## src/rtl/core_pkg.sv

```systemverilog
// Shared fetch-stage definitions: address/instruction widths, reset PC and FSM states.
package core_pkg;
  localparam int XLEN = 64;
  localparam int INST_W = 32;
  localparam logic [63:0] RESET_PC_DEFAULT = 64'h0000_0000_0000_0000;

  typedef enum logic [1:0] {
    BOOT = 2'd0,
    REQ  = 2'd1,
    WAIT = 2'd2,
    HOLD = 2'd3
  } fetch_state_e;
endpackage

```

## src/rtl/if_pc_reg.sv

```systemverilog
// Program counter register: sequential +4 advance with redirect taking priority.
module if_pc_reg #(
  parameter int WIDTH = core_pkg::XLEN,
  parameter logic [WIDTH-1:0] RESET_PC = '0
) (
  input  logic             clk,
  input  logic             rst_n,
  input  logic             advance,
  input  logic             redirect,
  input  logic [WIDTH-1:0] target,
  output logic [WIDTH-1:0] pc
);
  // Increment wraps modulo 2^WIDTH by plain truncation.
  always_ff @(posedge clk or negedge rst_n) begin
    if (!rst_n) begin
      pc <= RESET_PC;
    end else if (redirect) begin
      pc <= target;
    end else if (advance) begin
      pc <= pc + WIDTH'(4);
    end
  end
endmodule

```

## src/rtl/if_fetch.sv

```systemverilog
// RV64 instruction-fetch stage: one outstanding imem request, output register plus skid.
// Optional misaligned-redirect trap/stall enabled by IF_FETCH_MISALIGN_CHK_EN.
module if_fetch #(
  parameter int XLEN = core_pkg::XLEN,
  parameter logic [XLEN-1:0] RESET_PC = XLEN'(core_pkg::RESET_PC_DEFAULT)
) (
  input  logic                       clk,
  input  logic                       rst_n,
  output logic                       imem_req_valid,
  input  logic                       imem_req_ready,
  output logic [XLEN-1:0]            imem_req_addr,
  input  logic                       imem_rsp_valid,
  input  logic [core_pkg::INST_W-1:0] imem_rsp_data,
  input  logic                       redirect_valid,
  input  logic [XLEN-1:0]            redirect_pc,
  output logic                       id_valid,
  input  logic                       id_ready,
  output logic [XLEN-1:0]            id_pc,
  output logic [core_pkg::INST_W-1:0] id_inst,
  output logic                       fetch_misalign
);
  import core_pkg::*;

  fetch_state_e state, state_next;
  logic [XLEN-1:0] pc, req_pc, skid_pc, redirect_target;
  logic [INST_W-1:0] skid_inst;
  logic drop, drop_next, misalign;
  logic req_fire, out_free, load_rsp, load_skid, skid_to_out;

`ifdef IF_FETCH_MISALIGN_CHK_EN
  assign redirect_target = redirect_pc;

  always_ff @(posedge clk or negedge rst_n) begin
    if (!rst_n) begin
      misalign <= 1'b0;
    end else if (redirect_valid) begin
      misalign <= |redirect_pc[1:0];
    end
  end
`else
  assign redirect_target = redirect_pc & ~XLEN'(3);
  assign misalign = 1'b0;
`endif

  assign fetch_misalign = misalign;
  assign out_free       = !id_valid || id_ready;
  assign imem_req_valid = (state == REQ) && !redirect_valid && out_free && !misalign;
  assign imem_req_addr  = pc;
  assign req_fire       = imem_req_valid && imem_req_ready;

  if_pc_reg #(.WIDTH(XLEN), .RESET_PC(RESET_PC)) u_pc (
    .clk      (clk),
    .rst_n    (rst_n),
    .advance  (req_fire),
    .redirect (redirect_valid),
    .target   (redirect_target),
    .pc       (pc)
  );

  always_ff @(posedge clk or negedge rst_n) begin
    if (!rst_n) begin
      state  <= BOOT;
      drop   <= 1'b0;
      req_pc <= '0;
    end else begin
      state <= state_next;
      drop  <= drop_next;
      if (req_fire) req_pc <= pc;
    end
  end

  // A redirect beats every other event; a response still owed to imem becomes a drop.
  always_comb begin
    state_next  = state;
    drop_next   = drop;
    load_rsp    = 1'b0;
    load_skid   = 1'b0;
    skid_to_out = 1'b0;
    if (redirect_valid) begin
      state_next = REQ;
      if (state == WAIT) begin
        if (imem_rsp_valid) begin
          drop_next = 1'b0;
        end else begin
          drop_next  = 1'b1;
          state_next = WAIT;
        end
      end
    end else begin
      case (state)
        BOOT: state_next = REQ;
        REQ:  if (req_fire) state_next = WAIT;
        WAIT: begin
          if (imem_rsp_valid) begin
            state_next = REQ;
            if (drop) begin
              drop_next = 1'b0;
            end else if (out_free) begin
              load_rsp = 1'b1;
            end else begin
              load_skid  = 1'b1;
              state_next = HOLD;
            end
          end
        end
        HOLD: begin
          if (id_ready) begin
            skid_to_out = 1'b1;
            state_next  = REQ;
          end
        end
        default: state_next = BOOT;
      endcase
    end
  end

  always_ff @(posedge clk or negedge rst_n) begin
    if (!rst_n) begin
      id_valid  <= 1'b0;
      id_pc     <= '0;
      id_inst   <= '0;
      skid_pc   <= '0;
      skid_inst <= '0;
    end else if (redirect_valid) begin
      id_valid  <= 1'b0;
      id_pc     <= '0;
      id_inst   <= '0;
      skid_pc   <= '0;
      skid_inst <= '0;
    end else begin
      if (load_rsp) begin
        id_valid <= 1'b1;
        id_pc    <= req_pc;
        id_inst  <= imem_rsp_data;
      end else if (skid_to_out) begin
        id_valid <= 1'b1;
        id_pc    <= skid_pc;
        id_inst  <= skid_inst;
      end else if (id_ready) begin
        id_valid <= 1'b0;
      end
      if (load_skid) begin
        skid_pc   <= req_pc;
        skid_inst <= imem_rsp_data;
      end
    end
  end
endmodule

```

## config.mk

```make
export PLATFORM = sky130hd
export DESIGN_NAME = if_fetch
export DESIGN_NICKNAME = d
export VERILOG_FILES = /design/src/rtl/core_pkg.sv /design/src/rtl/if_pc_reg.sv /design/src/rtl/if_fetch.sv
export SDC_FILE = /design/constraint.sdc
export NUM_CORES = 1
export LEC_CHECK = 0
export BUFFER_PORTS_ARGS = -buffer_cell sky130_fd_sc_hd__buf_2
export CORE_MARGIN = 1.5
export CORE_UTILIZATION = 50
export CTS_CLUSTER_SIZE = 28
export DETAILED_ROUTE_END_ITERATION = 6
export GPL_ROUTABILITY_DRIVEN = 0
export PLACE_DENSITY = 0.73
export SYNTH_ARGS = -nofsm -noshare
export SYNTH_HDL_FRONTEND = slang
export SYNTH_HIERARCHICAL = 1
export SYNTH_SLANG_ARGS = --single-unit
```

## constraint.sdc

```tcl
create_clock -name clk -period 5.7 [get_ports clk]
set_input_delay 0.285 -clock clk [delete_from_list [all_inputs] [get_ports clk]]
set_output_delay 0.285 -clock clk [all_outputs]
set_load 0.03 [all_outputs]
```

### Word level (Yosys, flattened, before mapping)

Cells that the tools add are included.

* add/subtract/negate cells: 1
* equality and inequality tests: 6
* mux-type cells: 43
* reduce and logical (&&, ||, !) cells: 14

Operators with widths (count)
* 64-bit 2-to-1 mux: 7
* 32-bit 2-to-1 mux: 5
* 64-bit by 3-bit adder with 64-bit output (second input constant): 1
* 1-bit 2-to-1 mux: 22
* 2-bit 2-to-1 mux: 8
* 3-bit inequality test (second input constant): 3
* 2-bit one-hot mux with 4 select lines: 1
* 2-bit nonzero test: 3
* 2-bit == test (second input constant): 2
* 4-bit nonzero test: 1
* 1-bit logical AND: 3
* 3-bit AND reduction: 1
* 3-bit nonzero test: 1
* 2-bit by 1-bit == test with 1-bit output (second input constant): 1
* 1-bit logical NOT: 2
* 2-bit logical NOT: 1
* 2-bit AND reduction: 1
* 1-bit logical OR: 1

* register bits after elaboration: 324
* input port bits: 102
* output and inout bits: 163
* logic and storage cells: 73

### Depth between registers and ports, before layout

* word-level depth: 9
* mapped depth: 15
* mapped depth without buffers: 11

### By module

The synthesis kept the hierarchy.

Modules (own cells, without submodules)
* if_fetch: instances 1, cells an instance 1131, area each 11428.5 µm², sequential area each 6506.2 µm²
* if_pc_reg: instances 1, cells an instance 430, area each 3768.6 µm², sequential area each 1601.5 µm²

### Worst setup path after synthesis

OpenSTA, ideal clock, no wires.

* path kind: register to register
* from: reg id_valid
* to: reg u_pc.pc[63]
* library setup time: 0.082 ns
* arrival time: 3.030 ns
* required time: 5.618 ns
* slack: 2.588 ns
* stages on the path, launching flop included: 13
* path buffers: 3
* clock period less this slack: 3.112 ns
* cells stage by stage: dfrtp_1 -> nor2b_2 -> nor2_4 -> nand2_1 -> buf_6 -> buf_6 -> inv_1 -> buf_2 -> nand3_1 -> nor3_2 -> nand3_2 -> or4_1 -> a31oi_1

* cells in the longest elaborated chain, start to end: 5

RTL lines
* start, declared: line if_fetch.sv:16 `output logic id_valid,`
* start signal, assigned: line if_fetch.sv:119 `id_valid <= 1'b0;`
* start signal, assigned: line if_fetch.sv:125 `id_valid <= 1'b0;`
* start signal, assigned: line if_fetch.sv:132 `id_valid <= 1'b1;`
* 1-bit logical NOT: line if_fetch.sv:46 `assign out_free = !id_valid || id_ready;`
* 1-bit logical OR: line if_fetch.sv:46
* 1-bit logical AND: line if_fetch.sv:47 `assign imem_req_valid = (state == REQ) && !redirect_valid && out_free && !misalign;`
* net imem_req_valid: line if_fetch.sv:9 `output logic imem_req_valid,`
* 1-bit logical AND: line if_fetch.sv:49 `assign req_fire = imem_req_valid && imem_req_ready;`
* net req_fire: line if_fetch.sv:28 `logic req_fire, out_free, load_rsp, load_skid, skid_to_out;`
* 2-bit nonzero test (no source line)
* end signal, assigned: line if_pc_reg.sv:18 `pc <= target;`
* end signal, assigned: line if_pc_reg.sv:20 `pc <= pc + WIDTH'(4);`
* end, declared: line if_pc_reg.sv:11 `output logic [WIDTH-1:0] pc`

The timed path passes the listed nets, and every way through them passes these cells.
A chain may end at the register's enable or synchronous reset.

### Final worst setup path

* from: reg state[1]
* to: reg u_pc.pc[60]

* cells in the longest elaborated chain, start to end: 5

RTL lines
* start, declared: line if_fetch.sv:24 `fetch_state_e state, state_next;`
* start signal, assigned: line if_fetch.sv:66 `state <= state_next;`
* 2-bit by 1-bit == test with 1-bit output: line if_fetch.sv:47
* 1-bit logical AND (2 in a row): line if_fetch.sv:47
* 1-bit logical AND: line if_fetch.sv:49
* net req_fire: line if_fetch.sv:28
* 2-bit nonzero test (no source line)

The timed path passes the listed nets, and every way through them passes these cells.

==> flow_metrics.tcl <==
set metrics [dict create \
    outcome "finished, final reports clean" \
    peakVddDrop_mv 0.181 \
    period_needed_ps 3700 \
    drt_iter0_drc 1250 \
    portBuffers 261 \
    async_reset_ff_share_pct 100 \
    synth_top_area_share_pct 53.4 \
    syn_area_um2 15200 \
    ys_warn_count 6 \
    totalWireLength_um 41900 \
    clkTransAtPathRegs_ps 60 \
    fin_worst_skew_ps 17.5 \
    antenna_left 0 \
    fin_ws_ps 2000 \
    fin_nets 1906 \
    grt_pass1_wl_um 66900 \
    grt_start_max_net_pins 128 \
    fp-row-count 63 \
    area_growth_pct 20.1 \
    antenna_found_initial 0 \
    dp_hpwl_um 25800 \
    finalCritPeriodShare_pct 64.9 \
    fin_setup_tns_ps 0 \
    synth-edff-count 0 \
    ys_types 54 \
    clkSinkCount 324 \
    die_w_um 177 \
    grt_use_total_pct 26.6 \
    final-setup-viol-count 0 \
    clk_latency_ps 510 \
    finalMaxSlewViolations 0 \
    die_area_um2 31400 \
    avgViaCountPerCell 5.84 \
    initial_core_util_pct 51.0 \
    worst_pin_slew_ps 1270 \
    cts_buffers 36 \
    fill_cells 2476 \
    cts_root_buf "clkbuf_16" \
    crit_required_ps 6140 \
    power_leakage_nw 8.15 \
    avgSynthCellArea_um2 9.74 \
    end_kind "register" \
    postCtsSetupBuffers 0 \
    num_vias 12931 \
    synth_seq_cells 324 \
    grt-ovfl-total 0 \
    wl_per_cell_um 18.9 \
    grt_pass1_vias 12342 \
    clk_path_buf_depth 3 \
    rsz0062_at_grt "false" \
    mostFrequentLayoutCells "nand2_1 (361), dfrtp_1 (324), buf_2 (258)" \
    drc_errors 0 \
    cp-start-kind "register" \
    maxSlewHeadroom_pct 15.5 \
    core_um2 29800 \
    htree_levels 2 \
    num_io_pins 265 \
    hold_path.class "input pin to register" \
    maxCapViolCount 0 \
    worstSetupPathType "register to register" \
    hold_violations 0 \
    firstDrtPassIters 5 \
    ys_top_cells_by_area "dfrtp_1 (53%), nand2_1 (9.0%), a311oi_1 (5.5%), mux2_4 (4.8%), nand3_1 (3.9%)" \
    die_h_um 177 \
    pwr_density_cell_nw_per_um2 366 \
    syn_inst 1561 \
    synth_area_leader_cell "dfrtp_1" \
    arrival_ps 4130 \
    cts_tree "done" \
    synthFlopType "dfrtp_1" \
    pre_cts_ws_ps 1870 \
    layout-drive-gt1-share_pct 23.3 \
    antennaDiodeCount 0 \
    yosysSeqAreaShare_pct 53.4 \
    final_common_cell "nand2_1" \
    worstPathMaxFanout 30 \
    clock.fmax_mhz 270 \
]
final timing paths:
kind | depth (start not counted) | from | slack, ps | to
worst max-delay path | 11 | state[1] | 2000 | u_pc/pc[60]
worst min-delay path | 3 | redirect_pc[45] | 0.6 | u_pc/pc[45]
worst max register to register | 11 | state[1] | 2000 | u_pc/pc[60]
worst min register to register | 2 | skid_inst[25] | 520 | skid_inst[25]
max in group asynchronous | 3 | rst_n | 3980 | id_pc[52]
min in group asynchronous | 2 | rst_n | 320 | id_inst[24]
final cells by class:
| type | instances | area (µm²) | share of cell area [%] |
|---|---|---|---|
| repair buffers | 318 | 1880 | 10.3 |
| well taps | 390 | 488 | 2.67 |
| flip-flops and latches | 324 | 8110 | 44.4 |
| inverters | 10 | 37.5 | 0.206 |
| clock buffers | 51 | 1100 | 6.02 |
| multi-input cells | 1110 | 6500 | 35.6 |
| clock inverters | 11 | 140 | 0.768 |
registers in the layout, indices dropped and copies added (netlist names):
signal and count:
skid_inst 32, id_pc 64, id_valid 1, u_pc/pc 64, id_inst 32, skid_pc 64, drop 1, state 2
req_pc 64
report_power, final:
group          total, mW  leakage [nW]  switching [mW]  internal, mW
Combinational       1.27          3.28           0.729         0.542
Sequential          3.01          4.26           0.381          2.63
Clock               2.40         0.615           0.924          1.48
metal layers:
metal | GRT usage (%) | vias to the layer above | part of all wire [%]
li1 | - | 5974 | -
met1 | 39.4 | 6328 | 46
met2 | 39.6 | 544 | 44
met3 | 4.41 | 85 | 6.9
met4 | 9.07 | 0 | 2.8
met5 | 0 | - | 0
critical path, cell delays in order, from the launching register on:
cell      delay, ps
dfrtp_1         430
inv_1            80
ha_1            200
nand2b_4         90
nor2_4          120
nand2_4         340
inv_1           370
nand3_1         230
nor4_2          670
nand4_1         350
or4_1           560
a31oi_1         170
through the flow:
stage	hold WS (ps)	std cells	cell area, µm²	power [mW]	util (%)
global route	3.27	2214	18300	6.96	61.2
detailed placement	288	2109	16600	4.28	55.6
global placement	281	2109	16600	4.24	55.6
floorplan	-10.6	1563	15200	3.82	-
finish	0.555	2214	18300	6.68	61.2
CTS	1.12	2214	18300	6.71	61.2
Yosys cell counts (3+ instances only):
| library cell | number |
|---|---|
| nand2_1 | 364 |
| dfrtp_1 | 324 |
| nor2_1 | 123 |
| nand3_1 | 119 |
| a21oi_1 | 102 |
| a311oi_1 | 96 |
| clkbuf_1 | 69 |
| o21ai_0 | 52 |
| mux2_4 | 49 |
| nand4_1 | 35 |
| xor2_1 | 32 |
| buf_2 | 24 |
| mux2_2 | 19 |
| buf_4 | 18 |
| xnor2_1 | 16 |
| a31oi_1 | 11 |
| inv_1 | 10 |
| nor4_1 | 10 |
| nor3_1 | 8 |
| buf_6 | 7 |
| or3_1 | 7 |
| or4_1 | 5 |
| and4_1 | 4 |
| ha_1 | 4 |
| mux2i_1 | 4 |
| o31ai_1 | 4 |
| and2_1 | 3 |
| and3_1 | 3 |
| nor2b_1 | 3 |
| nor4_2 | 3 |
logic make-up after synthesis:
| family | Yosys count | share of synthesized area [%] |
|---|---|---|
| fa+ha+maj | 4 | 0.329 |
| compound gates | 269 | 11.5 |
| simple gates | 713 | 21.3 |
| flops | 324 | 53.4 |
| mux | 73 | 6.59 |
| buf+inv | 129 | 4.17 |
| xor+xnor | 48 | 2.77 |
| other cells | 1 | 0.0247 |
repair_timing:
item	in CTS	in global routing
hold buffers	43	0
gates resized for setup	0	0
setup endpoints to repair	0	0
endpoints found under the hold margin	108	0
(Power assumes the default switching activity.)
